**config.mk**
```make
export PLATFORM = sky130hd
export DESIGN_NAME = mixer_plant
export DESIGN_NICKNAME = d
export VERILOG_FILES = /design/src/rtl/mixer_pkg.sv /design/src/rtl/mixer_timer.sv /design/src/rtl/mixer_plant.sv
export SDC_FILE = /design/constraint.sdc
export NUM_CORES = 1
export LEC_CHECK = 0
export BUFFER_PORTS_ARGS = -buffer_cell sky130_fd_sc_hd__buf_2
export CAP_MARGIN = 20
export CORE_UTILIZATION = 40
export DETAILED_ROUTE_END_ITERATION = 8
export PLACE_DENSITY = 0.59
export SYNTH_ARGS = -nofsm -noshare
export SYNTH_HDL_FRONTEND = slang
export SYNTH_SLANG_ARGS = --single-unit
```
**constraint.sdc**
```tcl
create_clock -name Clk -period 6.7 [get_ports Clk]
set_input_delay 1.005 -clock Clk [delete_from_list [all_inputs] [get_ports Clk]]
set_output_delay 1.005 -clock Clk [all_outputs]
set_load 0.05 [all_outputs]
```
**src/rtl/mixer_pkg.sv**
```systemverilog
// Shared constants for the mixing plant: tank limits, valve rates, timer period
// and fault flag indices, used by the plant model and its controller.
package mixer_pkg;

   localparam int unsigned LEVEL_W = 8;
   localparam int unsigned SUM_W   = 10;

   localparam int unsigned DEF_MAX_LEVEL    = 200;
   localparam int unsigned DEF_P1_THRESH    = 100;
   localparam int unsigned DEF_P2_THRESH    = 20;
   localparam int unsigned DEF_TIMER_CYCLES = 50;

   localparam int unsigned RATE_V1 = 2;
   localparam int unsigned RATE_V2 = 1;
   localparam int unsigned RATE_V3 = 3;

   localparam int unsigned FAULT_W   = 2;
   localparam int unsigned FAULT_OVF = 0;
   localparam int unsigned FAULT_DRY = 1;

   typedef enum logic {
      TMR_IDLE = 1'b0,
      TMR_RUN  = 1'b1
   } tmr_state_e;

   // Clamp a signed net-flow result into the 0..max tank range.
   function automatic logic [LEVEL_W-1:0] sat_level(input logic signed [SUM_W-1:0] sum,
                                                   input logic signed [SUM_W-1:0] max);
      logic [LEVEL_W-1:0] res;
      if (sum[SUM_W-1])
         res = '0;
      else if (sum > max)
         res = LEVEL_W'(max);
      else
         res = LEVEL_W'(sum);
      return res;
   endfunction

endpackage

```
**src/rtl/mixer_timer.sv**
```systemverilog
// Run timer: counts edges with T high and emits a registered one-cycle TOK
// every TIMER_CYCLES such edges; dropping T returns to IDLE with a zero count.
module mixer_timer
   import mixer_pkg::*;
#(
   parameter int unsigned TIMER_CYCLES = DEF_TIMER_CYCLES
) (
   input  logic Clk,
   input  logic Reset,
   input  logic T,
   output logic TOK
);

   localparam int unsigned CNT_W = (TIMER_CYCLES > 1) ? $clog2(TIMER_CYCLES) : 1;
   localparam logic [CNT_W-1:0] TERM = CNT_W'(TIMER_CYCLES - 1);

   tmr_state_e       state, state_n;
   logic [CNT_W-1:0] count, count_n;
   logic             tok_n;

   always_ff @(posedge Clk or posedge Reset) begin
      if (Reset) begin
         state <= TMR_IDLE;
         count <= '0;
         TOK   <= 1'b0;
      end else begin
         state <= state_n;
         count <= count_n;
         TOK   <= tok_n;
      end
   end

   // The IDLE->RUN edge already counts as the first edge with T high.
   always_comb begin
      state_n = state;
      count_n = count;
      tok_n   = 1'b0;
      case (state)
         TMR_IDLE: begin
            count_n = '0;
            if (T) begin
               state_n = TMR_RUN;
               if (TERM == '0)
                  tok_n = 1'b1;
               else
                  count_n = CNT_W'(1);
            end
         end
         TMR_RUN: begin
            if (!T) begin
               state_n = TMR_IDLE;
               count_n = '0;
            end else if (count == TERM) begin
               count_n = '0;
               tok_n   = 1'b1;
            end else begin
               count_n = count + CNT_W'(1);
            end
         end
         default: begin
            state_n = TMR_IDLE;
            count_n = '0;
         end
      endcase
   end

endmodule

```
**src/rtl/mixer_plant.sv**
```systemverilog
// Mixing tank plant: saturating level integrator driven by three valves,
// level sensors, sticky overflow/dry-run fault flags and a run timer.
module mixer_plant
   import mixer_pkg::*;
#(
   parameter int unsigned MAX_LEVEL    = DEF_MAX_LEVEL,
   parameter int unsigned P1_THRESH    = DEF_P1_THRESH,
   parameter int unsigned P2_THRESH    = DEF_P2_THRESH,
   parameter int unsigned TIMER_CYCLES = DEF_TIMER_CYCLES
) (
   input  logic               Clk,
   input  logic               Reset,
   input  logic               V1,
   input  logic               V2,
   input  logic               V3,
   input  logic               M,
   input  logic               T,
   input  logic               Clr,
   output logic               P1,
   output logic               P2,
   output logic               TOK,
   output logic [LEVEL_W-1:0] Level,
   output logic [FAULT_W-1:0] Fault
);

   localparam logic signed [SUM_W-1:0] MAX_S = SUM_W'(MAX_LEVEL);

   logic signed [SUM_W-1:0] lvl_s, add_v1, add_v2, sub_v3, sum_c;
   logic [LEVEL_W-1:0]      level_n;
   logic [FAULT_W-1:0]      fault_set, fault_n;
   logic                    ovf_c, dry_c;

   // Net flow in signed arithmetic so a drain below zero is visible before clamping.
   assign lvl_s  = SUM_W'(Level);
   assign add_v1 = V1 ? SUM_W'(RATE_V1) : '0;
   assign add_v2 = V2 ? SUM_W'(RATE_V2) : '0;
   assign sub_v3 = V3 ? SUM_W'(RATE_V3) : '0;
   assign sum_c  = lvl_s + add_v1 + add_v2 - sub_v3;

   assign level_n = sat_level(sum_c, MAX_S);
   assign ovf_c   = !sum_c[SUM_W-1] && (sum_c > MAX_S);
   assign dry_c   = M && (32'(Level) < P2_THRESH);

   // A fault raised on the same edge as Clr survives the clear.
   always_comb begin
      fault_set            = '0;
      fault_set[FAULT_OVF] = ovf_c;
      fault_set[FAULT_DRY] = dry_c;
      fault_n              = fault_set | (Clr ? '0 : Fault);
   end

   always_ff @(posedge Clk or posedge Reset) begin
      if (Reset) begin
         Level <= '0;
         Fault <= '0;
      end else begin
         Level <= level_n;
         Fault <= fault_n;
      end
   end

   assign P1 = (32'(Level) >= P1_THRESH);
   assign P2 = (32'(Level) >= P2_THRESH);

   mixer_timer #(
      .TIMER_CYCLES(TIMER_CYCLES)
   ) u_timer (
      .Clk  (Clk),
      .Reset(Reset),
      .T    (T),
      .TOK  (TOK)
   );

endmodule

```
Word level (Yosys, flattened, before mapping)
Index checks and enable logic that the tools add are counted.

Mux-type cells: 14. Bitwise logic cells: 2. Magnitude comparators: 4. Reductions and logical operators: 3. Add/sub/neg operators: 4. Equal/unequal tests: 1.

Operators with widths (number): $mux 8 (2); $mux 6 (2); $pmux 6 s2 (1); $add 9x1->10 (1); $gt 10x9->1 const B (1); $sub 10x3->10 (1); $add 8x2->9 (1); $ge 8x5->1 const B (1); $ge 8x7->1 const B (1); $lt 8x5->1 const B (1); $add 6x1->6 const B (1); $eq 6x6->1 const B (1); $mux 1 (6); $mux 2 (3); $logic_and 1x1->1 (2); $or 2x2->2 (1); $logic_not 1->1 (1); $not 1->1 (1).

Logic and storage cells: 33. Bits in registers: 18. Input port bits: 8. Output and inout port bits: 13.

Longest topological paths before layout
Gate-level depths: netlist of run 1.

Depth after elaboration: 7. Gate-level depth with buffers: 12. Mapped depth without buffers: 12.

Hierarchy
Synthesis of run 1 repeated with hierarchy kept, for this count alone.

Cell total of the unflattened synthesis: 132. Area, all modules: 1305.0 um^2.

Modules (own cells, without submodules): mixer_plant (area an instance 944.7 um^2, instances 1, cells each 99, sequential area each 250.2 um^2); mixer_timer (area an instance 360.3 um^2, instances 1, cells each 33, sequential area each 200.2 um^2).

Worst setup path after synthesis of run 1
OpenSTA, ideal clock, no wires.

Path type: input -> register. Start point: input port V3. End point: register Fault[0]. Data arrival time: 3235 ps. Required time: 6574 ps. Slack: 3339 ps. Buffers on the path: 0. Setup time: 126 ps. Cell stages on the path: 10. Cells stage by stage: inv_1 > fa_1 > inv_1 > fa_1 > nor2b_4 > nor3_1 > o311ai_2 > nor3_1 > o311a_4 > a221o_1.

Cells in the longest elaborated chain, start to end: 5. Elaborated cells between the ends (all ways): 6. Those cells by class: add/sub: 1; order compare: 1; mux: 1; bitwise: 1; reduce/logical: 2.

RTL lines: start: declaration (line mixer_plant.sv:15) `input logic V3,`; $mux 2 * (line mixer_plant.sv:37) `assign sub_v3 = V3 ? SUM_W'(RATE_V3) : '0;`; $sub 10x3->10 * (line mixer_plant.sv:38) `assign sum_c = lvl_s + add_v1 + add_v2 - sub_v3;`; $gt 10x9->1 or $logic_not 1->1 (tied branches) (line mixer_plant.sv:41) `assign ovf_c = !sum_c[SUM_W-1] && (sum_c > MAX_S);`; $logic_and 1x1->1 * (line mixer_plant.sv:41); $or 2x2->2 * (line mixer_plant.sv:49) `fault_n = fault_set | (Clr ? '0 : Fault);`; named net fault_n[0] (line mixer_plant.sv:30) `logic [FAULT_W-1:0] fault_set, fault_n;`; end signal: assignment (line mixer_plant.sv:58) `Fault <= fault_n;`; end: declaration (line mixer_plant.sv:23) `output logic [FAULT_W-1:0] Fault`.

Mark *: on every way through the listed nets, which the timed path passes. The rest lies on a longest branch.

Final worst setup path of run 1
Start point: input port V1. End point: register Fault[0].

Cells in the longest elaborated chain, start to end: 7. Elaborated cells between the ends (all ways): 8. Those cells by class: add/sub: 3; order compare: 1; mux: 1; bitwise: 1; reduce/logical: 2.

RTL lines: start: declaration (line mixer_plant.sv:13) `input logic V1,`; $mux 2 * (line mixer_plant.sv:35) `assign add_v1 = V1 ? SUM_W'(RATE_V1) : '0;`; $add 8x2->9 * (line mixer_plant.sv:38); $add 9x1->10 * (line mixer_plant.sv:38); $sub 10x3->10 * (line mixer_plant.sv:38); $gt 10x9->1 or $logic_not 1->1 (tied branches) (line mixer_plant.sv:41); $logic_and 1x1->1 * (line mixer_plant.sv:41); $or 2x2->2 * (line mixer_plant.sv:49); named net fault_n[0] (line mixer_plant.sv:30).

Marks and branches as above.

==> out/results.tsv, run 1 <==
metric	value	unit
TritonCTS buffer count	3	
cts hold-fix bufs	0	
clk_lat worst skew	0.29	ns
most common cell after layout, fill and taps aside	buf_2	
IO Count	21	
first-pass GRT wire length	4620	um
period utilization	0.490	
Seq/Total Area, Yosys	0.334	
hold depth	1	
RSZ-0062 raised after global routing	false	
number of nets in the layout	192	
maxcap violations	0	
syn_nets	170	
initial antenna violation count	0	
placed cell count	205	
die area	3600	um2
Worst R2R Setup Slack	3.87	ns
clk buf depth	2	
First-pass DRT Iterations	4	
Final ANT Viol Nets	0	
CTS Sinks	18	
vias in the first global route	1043	
synthesized area	1350	um2
Vias	1104	
Reg2Reg Launch Point	Level[1]$_DFF_PP0_	
layout cells sized above 1	0.194	
largest net degree at the start of global routing	19	
root buf cell	clkbuf_4	
CP Data Required Time	6.88	ns
Die Width	60.0	um
count of cell types in the netlist	38	
Clock Skews	0.00717	ns
Post-Syn Area per Cell	9.36	um2
DR WL/cell	13.0	um
FMAX	0.304	GHz
highest-count cells in the layout ignoring fill and taps	20 x buf_2, 18 x dfrtp_1, 18 x inv_1	
Final Max Slew Viols	0	
crit path from	V1	
status	finished clean	
DRC marker count from the first detailed-route iteration	41	
Initial Utilization	0.431	
H-Tree Level Count	1	
Final setup viols	0	
Post-Route WL	2710	um
CP Max Fanout	7	
Tot GR Track Use	0.173	
Tmin final	3.29	ns
Hold Path End	Fault[1]$_DFF_PP0_	
Die Y	60.0	um
Vias/cell	5.28	
Hold WC Path Type	reg2reg	
endpoint type of the worst setup path	flip-flop	
GRT overflow	0	
synth warn	0	
IO Port Bufs	20	
core outline area	3130	um2
min-delay src	Fault[1]$_DFF_PP0_	
Setup CP Type	in2reg	
crit start category	primary input	
Worst-Margin Slew	0.651	ns
PostCTS Resize Cnt	0	
Worst slew margin	0.566	
final hold vios	0	
final setup TNS	0	ns
CTS tree	built	
number of synthesized register bits	18	
area leader, netlist	dfrtp_1	
ranking of synthesized cells by area	dfrtp_1 33%, ha_1 15%, inv_1 5.0%	
num rows	20	
CP Data Arrival Time	3.46	ns
post-synth top area share	0.334	
Post-CTS Repair Setup Buffers	0	
routability congestion estimate	0.874	
dpl hpwl	2250	um
Reg-to-Reg End	Fault[0]$_DFF_PP0_	
area delta synth->final	13.2	%
final cell count without fillers	209	
Syn Inst Count	144	
cell count of the worst reg-to-reg path	9	
Remaining DRCs	0	
antenna diode count	0	
clock-pin slew on the worst setup and hold paths	0.11	ns
==> sequential cells by signal, indices dropped and copies added, names as in the netlist <==
register,cells
Level,8
u_timer.TOK,1
u_timer.state,1
u_timer.count,6
Fault,2
==> worst max-delay path, cell delays in order <==
cell and delay (ns):
buf_2 0.11, fa_1 0.56, inv_1 0.07, fa_1 0.49, nor2b_4 0.17, nor3_1 0.07
o311ai_2 0.22, nor3_1 0.10, o311a_4 0.35, a221o_1 0.32
==> metal layers <==
layer / part of all wire / GRT usage
met1: 0.49 / 0.246
met2: 0.47 / 0.267
met3: 0.033 / 0.0260
met4: 0.013 / 0.0631
met5: 0 / 0
==> stage by stage <==
| stage | hold slack (ns) | cell area, um2 | util | worst slack [ns] |
|---|---|---|---|---|
| finish | 0.504 | 1530 | 0.488 | 3.41 |
| global route | 0.519 | 1530 | 0.488 | 3.32 |
| CTS | 0.507 | 1530 | 0.488 | 3.43 |
| detailed placement | 0.480 | 1490 | 0.476 | 3.09 |
| global placement | 0.472 | 1490 | 0.476 | 3.16 |
| floorplan | 0.493 | 1350 | - | 3.34 |
==> cells in the mapped netlist <==
| cell | n |
|---|---|
| a211oi_1 | 1 |
| a21o_1 | 1 |
| a21oi_1 | 9 |
| a221o_1 | 1 |
| a31oi_1 | 1 |
| a32o_1 | 1 |
| a41o_1 | 1 |
| and2_1 | 2 |
| and2_4 | 1 |
| and3_1 | 1 |
| buf_1 | 1 |
| buf_2 | 2 |
| dfrtp_1 | 18 |
| fa_1 | 2 |
| ha_1 | 16 |
| inv_1 | 18 |
| nand2_1 | 6 |
| nand2_2 | 1 |
| nand2b_1 | 1 |
| nand3_1 | 4 |
| nand3_2 | 1 |
| nand4b_1 | 1 |
| nor2_1 | 11 |
| nor2b_1 | 3 |
| nor2b_4 | 1 |
| nor3_1 | 5 |
| nor4_1 | 5 |
| nor4b_2 | 1 |
| o211a_1 | 2 |
| o211ai_1 | 1 |
| o21a_1 | 3 |
| o21ai_0 | 7 |
| o21ba_2 | 1 |
| o311a_4 | 1 |
| o311ai_2 | 1 |
| or3_1 | 2 |
| xnor2_1 | 5 |
| xor2_1 | 5 |
==> area by class of cell <==
type / instances / area (um2)
Inverter: 18 / 67.6
Fill cell: 329 / 1600
Clock buffer: 4 / 36.3
Multi-Input combinational cell: 105 / 816
Timing Repair Buffer: 20 / 100
Tap cell: 44 / 55.1
Sequential cell: 18 / 450
==> worst max-delay path by stage <==
stage	endpoint	slack [ns]	depth (start not counted)
5_1_grt	Fault[0]$_DFF_PP0_	3.32	10
3_3_place_gp	Fault[0]$_DFF_PP0_	3.16	10
3_5_place_dp	Fault[0]$_DFF_PP0_	3.09	10
4_1_cts	Fault[0]$_DFF_PP0_	3.43	10
2_1_floorplan	Fault[0]$_DFF_PP0_	3.34	10
6_report	Fault[0]$_DFF_PP0_	3.41	10
==> cell families after synthesis <==
logic type / Yosys count / share of synthesized area
and+or+nand+nor: 46 / 0.192
DFF: 18 / 0.334
xor gates and xnor gates: 10 / 0.0650
adders and majority gates: 18 / 0.178
buffers and inverters: 21 / 0.0603
AOI/OAI and AO/OA: 31 / 0.170
Power of run 1 is not shown: default switching activity piles up to over one toggle a cycle in this logic, so the estimate is an artifact.
==> run 2: changes to the inputs <==
- PLACE_DENSITY: 0.59 -> 0.61
- clock period: 6.7 -> 2.7 ns (I/O delays scaled with it)
==> out/results.tsv, run 2 (synthesis gave the netlist of run 1 again) <==
metric	value	unit	change
DR WL/cell	13.9	um	+6.9%
CP Max Fanout	4		-3
First-pass DRT Iterations	4		unchanged
period utilization	1.02		
final cell count without fillers	223		+6.7%
dpl hpwl	2330	um	+3.9%
area delta synth->final	27.8	%	
Final ANT Viol Nets	0		unchanged
clk buf depth	2		unchanged
cts hold-fix bufs	0		unchanged
maxcap violations	0		unchanged
first-pass GRT wire length	4940	um	+7.0%
GR Util met1	0.209		-0.0367
Worst-Margin Slew	0.664	ns	+0.0127 ns
Vias	1167		+5.7%
final hold vios	0		unchanged
largest net degree at the start of global routing	19		unchanged
worst path cell trace	fa_1, inv_1, fa_2, nor2b_4, nor3_4, o311ai_4, nor3_2, o311a_4, a221o_1		
Initial Utilization	0.431		unchanged
busiest grt layer	met2		
CTS Sinks	18		unchanged
RSZ-0062 raised after global routing	true		
Remaining DRCs	0		unchanged
highest-count cells in the layout ignoring fill and taps	20 x buf_2, 16 x dfrtp_1, 16 x inv_1		
Top Registers	Level (8), u_timer.count (6), Fault (2)		
Post-Route WL	3090	um	+14%
antenna diode count	0		unchanged
die area	3600	um2	unchanged
FMAX	0.362	GHz	
max FFs per register	8		unchanged
Worst slew margin	0.557		-0.00845
crit start category	flip-flop		
placed cell count	215		+4.9%
core outline area	3130	um2	unchanged
Top reg by flops	Level		
Tmin final	2.76	ns	
CP Data Required Time	2.88	ns	-4.00 ns
DRC marker count from the first detailed-route iteration	48		+17%
Setup CP Type	reg2reg		
Tot GR Track Use	0.186		+0.0123
Setup WS post-layout	-0.0619	ns	-3.48 ns
initial antenna violation count	0		unchanged
layout cells sized above 1	0.352		+0.158
routability congestion estimate	0.795		-9.0%
H-Tree Level Count	1		unchanged
Final Max Slew Viols	0		unchanged
most common cell after layout, fill and taps aside	buf_2		
Clock Skews	0.00424	ns	-0.00293 ns
vias in the first global route	1184		+14%
GRT overflow	0		unchanged
clk_lat worst skew	0.29	ns	about the same
Die Width	60.0	um	unchanged
Die Y	60.0	um	unchanged
met3 Track Usage GR	0.0195		-0.00649
failing checks	setup timing		
CTS tree	built		
CP Data Arrival Time	2.94	ns	-0.52 ns
Reg2Reg Launch Point	Level[1]$_DFF_PP0_		
Final setup viols	6		+6
IO Port Bufs	20		unchanged
Hold WC Path Type	in2async		
number of nets in the layout	206		+7.3%
num rows	20		unchanged
GRT met2 Usage	0.343		+0.0762
slowest stage delay, CP	0.55	ns	about the same
status	finished, violations left		
TritonCTS buffer count	3		unchanged
clock-pin slew on the worst setup and hold paths	0.09	ns	-0.02 ns
Reg-to-Reg End	Fault[0]$_DFF_PP0_		
cell count of the worst reg-to-reg path	9		unchanged
Worst R2R Setup Slack	-0.06	ns	-3.93 ns
root buf cell	clkbuf_4		
Vias/cell	5.23		-0.93%
CP max-delay cell	fa_1		
endpoint type of the worst setup path	flip-flop		
IO Count	21		unchanged
[run 2: cell types whose count changed in the layout (fill, tap and decap cells not counted), sizes merged]
cell / previous run / this run
buf: 20 / 34
[run 2: per-layer routing]
| metal | part of all wire | vias to the layer above |
|---|---|---|
| met5 | 0 | - |
| met4 | 0.025 | 0 |
| met3 | 0.020 | 9 |
| met2 | 0.53 | 16 |
| met1 | 0.43 | 574 |
| li1 | - | 568 |
[run 2: critical path: cells and delay by family (launching register included)]
family	cells	cell delay, ns
buffers and inverters	1	0.07
AOI/OAI and AO/OA	3	0.90
DFF	1	0.43
and+or+nand+nor	3	0.34
adders and majority gates	2	0.91
[run 2: stage by stage]
step	utilization	hold slack, ns	TNS (ns)	area, um2	setup WS (ns)
after floorplan	-	0.343	-0.0714	1350	-0.0714
after CTS	0.537	0.205	0	1680	0.00140
final	0.550	0.193	-0.177	1720	-0.0619
after global placement	0.502	0.470	-0.721	1570	-0.138
after detailed placement	0.502	0.484	-1.30	1570	-0.222
after global routing	0.550	0.244	-0.619	1720	-0.122
[run 2: how the worst max path moves through the flow]
stage / end / start / cells after the start / slack, ns
CTS: Fault[0]$_DFF_PP0_ / Level[1]$_DFF_PP0_ / 9 / 0.001
finish: Fault[0]$_DFF_PP0_ / Level[1]$_DFF_PP0_ / 9 / -0.06
floorplan: Fault[0]$_DFF_PP0_ / Level[1]$_DFF_PP0_ / 9 / -0.07
detailed placement: Fault[0]$_DFF_PP0_ / V1 / 10 / -0.22
global route: Fault[0]$_DFF_PP0_ / Level[1]$_DFF_PP0_ / 9 / -0.12
global placement: Fault[0]$_DFF_PP0_ / V1 / 10 / -0.14
[run 2: area by class of cell]
type	count	area, um2
Clock buffer	4	36.3
Tap cell	44	55.1
Fill cell	283	1410
Inverter	18	67.6
Timing Repair Buffer	34	205
Sequential cell	18	453
Multi-Input combinational cell	105	905
[run 2: what timing repair did]
item                       4_1_cts  5_1_grt
pin swaps                        2        1
gates resized for setup          7        9
buffers inserted                 3        1
setup endpoints to repair        6        7
cloned                           0        0
Power of run 2 is left out for the same reason.
==> run 3: changes to the inputs <==
- TNS_END_PERCENT: not set -> 10
==> out/results.tsv, run 3 (synthesis gave the netlist of run 1 again) <==
metric	value	unit	change
Final setup viols	6		unchanged
Worst slew margin	0.566		+0.00860
CP Max Fanout	3		-1
layout cells sized above 1	0.305		-0.0469
area delta synth->final	24.9	%	
Initial Utilization	0.431		unchanged
Tot GR Track Use	0.173		-0.0123
Hold WC Path Type	in2async		
Setup CP Type	reg2reg		
H-Tree Level Count	1		unchanged
IO Count	21		unchanged
cts hold-fix bufs	0		unchanged
Remaining DRCs	0		unchanged
routability congestion estimate	0.827		+4.0%
Tmin final	2.76	ns	-0.00318 ns
Post-Route WL	2870	um	-7.1%
TritonCTS buffer count	3		unchanged
endpoint type of the worst setup path	flip-flop		
Top reg by flops	Level		
worst path cell trace	fa_1, inv_2, fa_2, nor2b_4, nor3_1, o311ai_4, nor3_2, o311a_4, a221o_1		
CP Data Required Time	2.86	ns	-0.02 ns
Setup WS post-layout	-0.0587	ns	+0.00318 ns
crit start category	flip-flop		
CTS Sinks	18		unchanged
failing checks	setup timing		
placed cell count	214		-0.47%
number of nets in the layout	204		-0.97%
core outline area	3130	um2	unchanged
antenna diode count	0		unchanged
most common cell after layout, fill and taps aside	buf_2		
dpl hpwl	2320	um	-0.56%
Final ANT Viol Nets	0		unchanged
Vias/cell	5.12		-2.1%
status	finished, violations left		
Vias	1132		-3.0%
Clock Skews	0.00720	ns	+0.00296 ns
first-pass GRT wire length	4660	um	-5.7%
die area	3600	um2	unchanged
CP Data Arrival Time	2.92	ns	-0.02 ns
Die Y	60.0	um	unchanged
DR WL/cell	13.0	um	-6.3%
slowest stage delay, CP	0.53	ns	-0.02 ns
num rows	20		unchanged
final cell count without fillers	221		-0.90%
maxcap violations	0		unchanged
CTS tree	built		
RSZ-0062 raised after global routing	true		
Worst-Margin Slew	0.651	ns	-0.0129 ns
largest net degree at the start of global routing	19		unchanged
final hold vios	0		unchanged
period utilization	1.02		-0.00118
FMAX	0.362	GHz	+0.12%
highest-count cells in the layout ignoring fill and taps	20 x buf_2, 17 x inv_1, 16 x dfrtp_1		
GRT overflow	0		unchanged
initial antenna violation count	0		unchanged
CP max-delay cell	fa_1		
Die Width	60.0	um	unchanged
DRC marker count from the first detailed-route iteration	70		+46%
max FFs per register	8		unchanged
Final Max Slew Viols	0		unchanged
First-pass DRT Iterations	4		unchanged
vias in the first global route	1096		-7.4%
crit path from	Level[1]$_DFF_PP0_		
clk buf depth	2		unchanged
Reg2Reg Launch Point	Level[1]$_DFF_PP0_		
IO Port Bufs	20		unchanged
clk_lat worst skew	0.28	ns	about the same
root buf cell	clkbuf_4		
clock-pin slew on the worst setup and hold paths	0.10	ns	about the same
Top Registers	Level (8), u_timer.count (6), Fault (2)		
-- run 3: per-stage QoR --
stage          setup TNS, ns  utilization  cell area, um2  hold WS, ns  worst slack [ns]
6_report              -0.290        0.538            1680        0.192           -0.0587
5_1_grt                -1.00        0.538            1680        0.243            -0.154
4_1_cts              -0.0169        0.532            1670        0.214           -0.0169
3_5_place_dp           -1.21        0.499            1560        0.484            -0.221
3_3_place_gp          -0.693        0.499            1560        0.470            -0.135
2_1_floorplan        -0.0824            -            1350        0.343           -0.0714
-- run 3: final timing paths --
check	slack [ns]	end	cells past startpoint
hold reg to reg	0.50	Fault[1]$_DFF_PP0_	1
setup reg to reg	-0.06	Fault[0]$_DFF_PP0_	9
hold / removal	0.19	Level[5]$_DFF_PP0_	2
min in group Clk	0.26	u_timer.state$_DFF_PP0_	1
setup / recovery	-0.06	Fault[0]$_DFF_PP0_	9
max in group asynchronous	2.06	Level[0]$_DFF_PP0_	2
-- run 3: timing repair --
action                     in CTS  in global routing
setup endpoints to repair       6                  9
resized for setup               6                  3
buffers inserted                2                  1
pin swaps                       2                  4
-- run 3: final cells by class --
class | count | area, um2
timing repair buffer | 32 | 194
inverter | 18 | 67.6
fill | 284 | 1450
tap | 44 | 55.1
clock buffer | 4 | 36.3
sequential | 18 | 453
multi-input combinational | 105 | 877
-- run 3: critical path, delay by kind of cell, from the launching register on --
family	cells	cell delay (ns)
adder cells (fa/ha/maj)	2	0.94
AO/OA/AOI/OAI	3	0.90
flip-flops	1	0.43
AND/OR/NAND/NOR	3	0.30
buffers and inverters	1	0.05
-- run 3: metal layers --
| layer | track usage | wire [um] | vias up |
|---|---|---|---|
| li1 | - | - | 567 |
| met1 | 0.211 | 1310 | 548 |
| met2 | 0.313 | 1480 | 11 |
| met3 | 0.0173 | 39 | 6 |
| met4 | 0.0664 | 38 | 0 |
| met5 | 0 | 0 | - |
Power of run 3 is left out for the same reason.
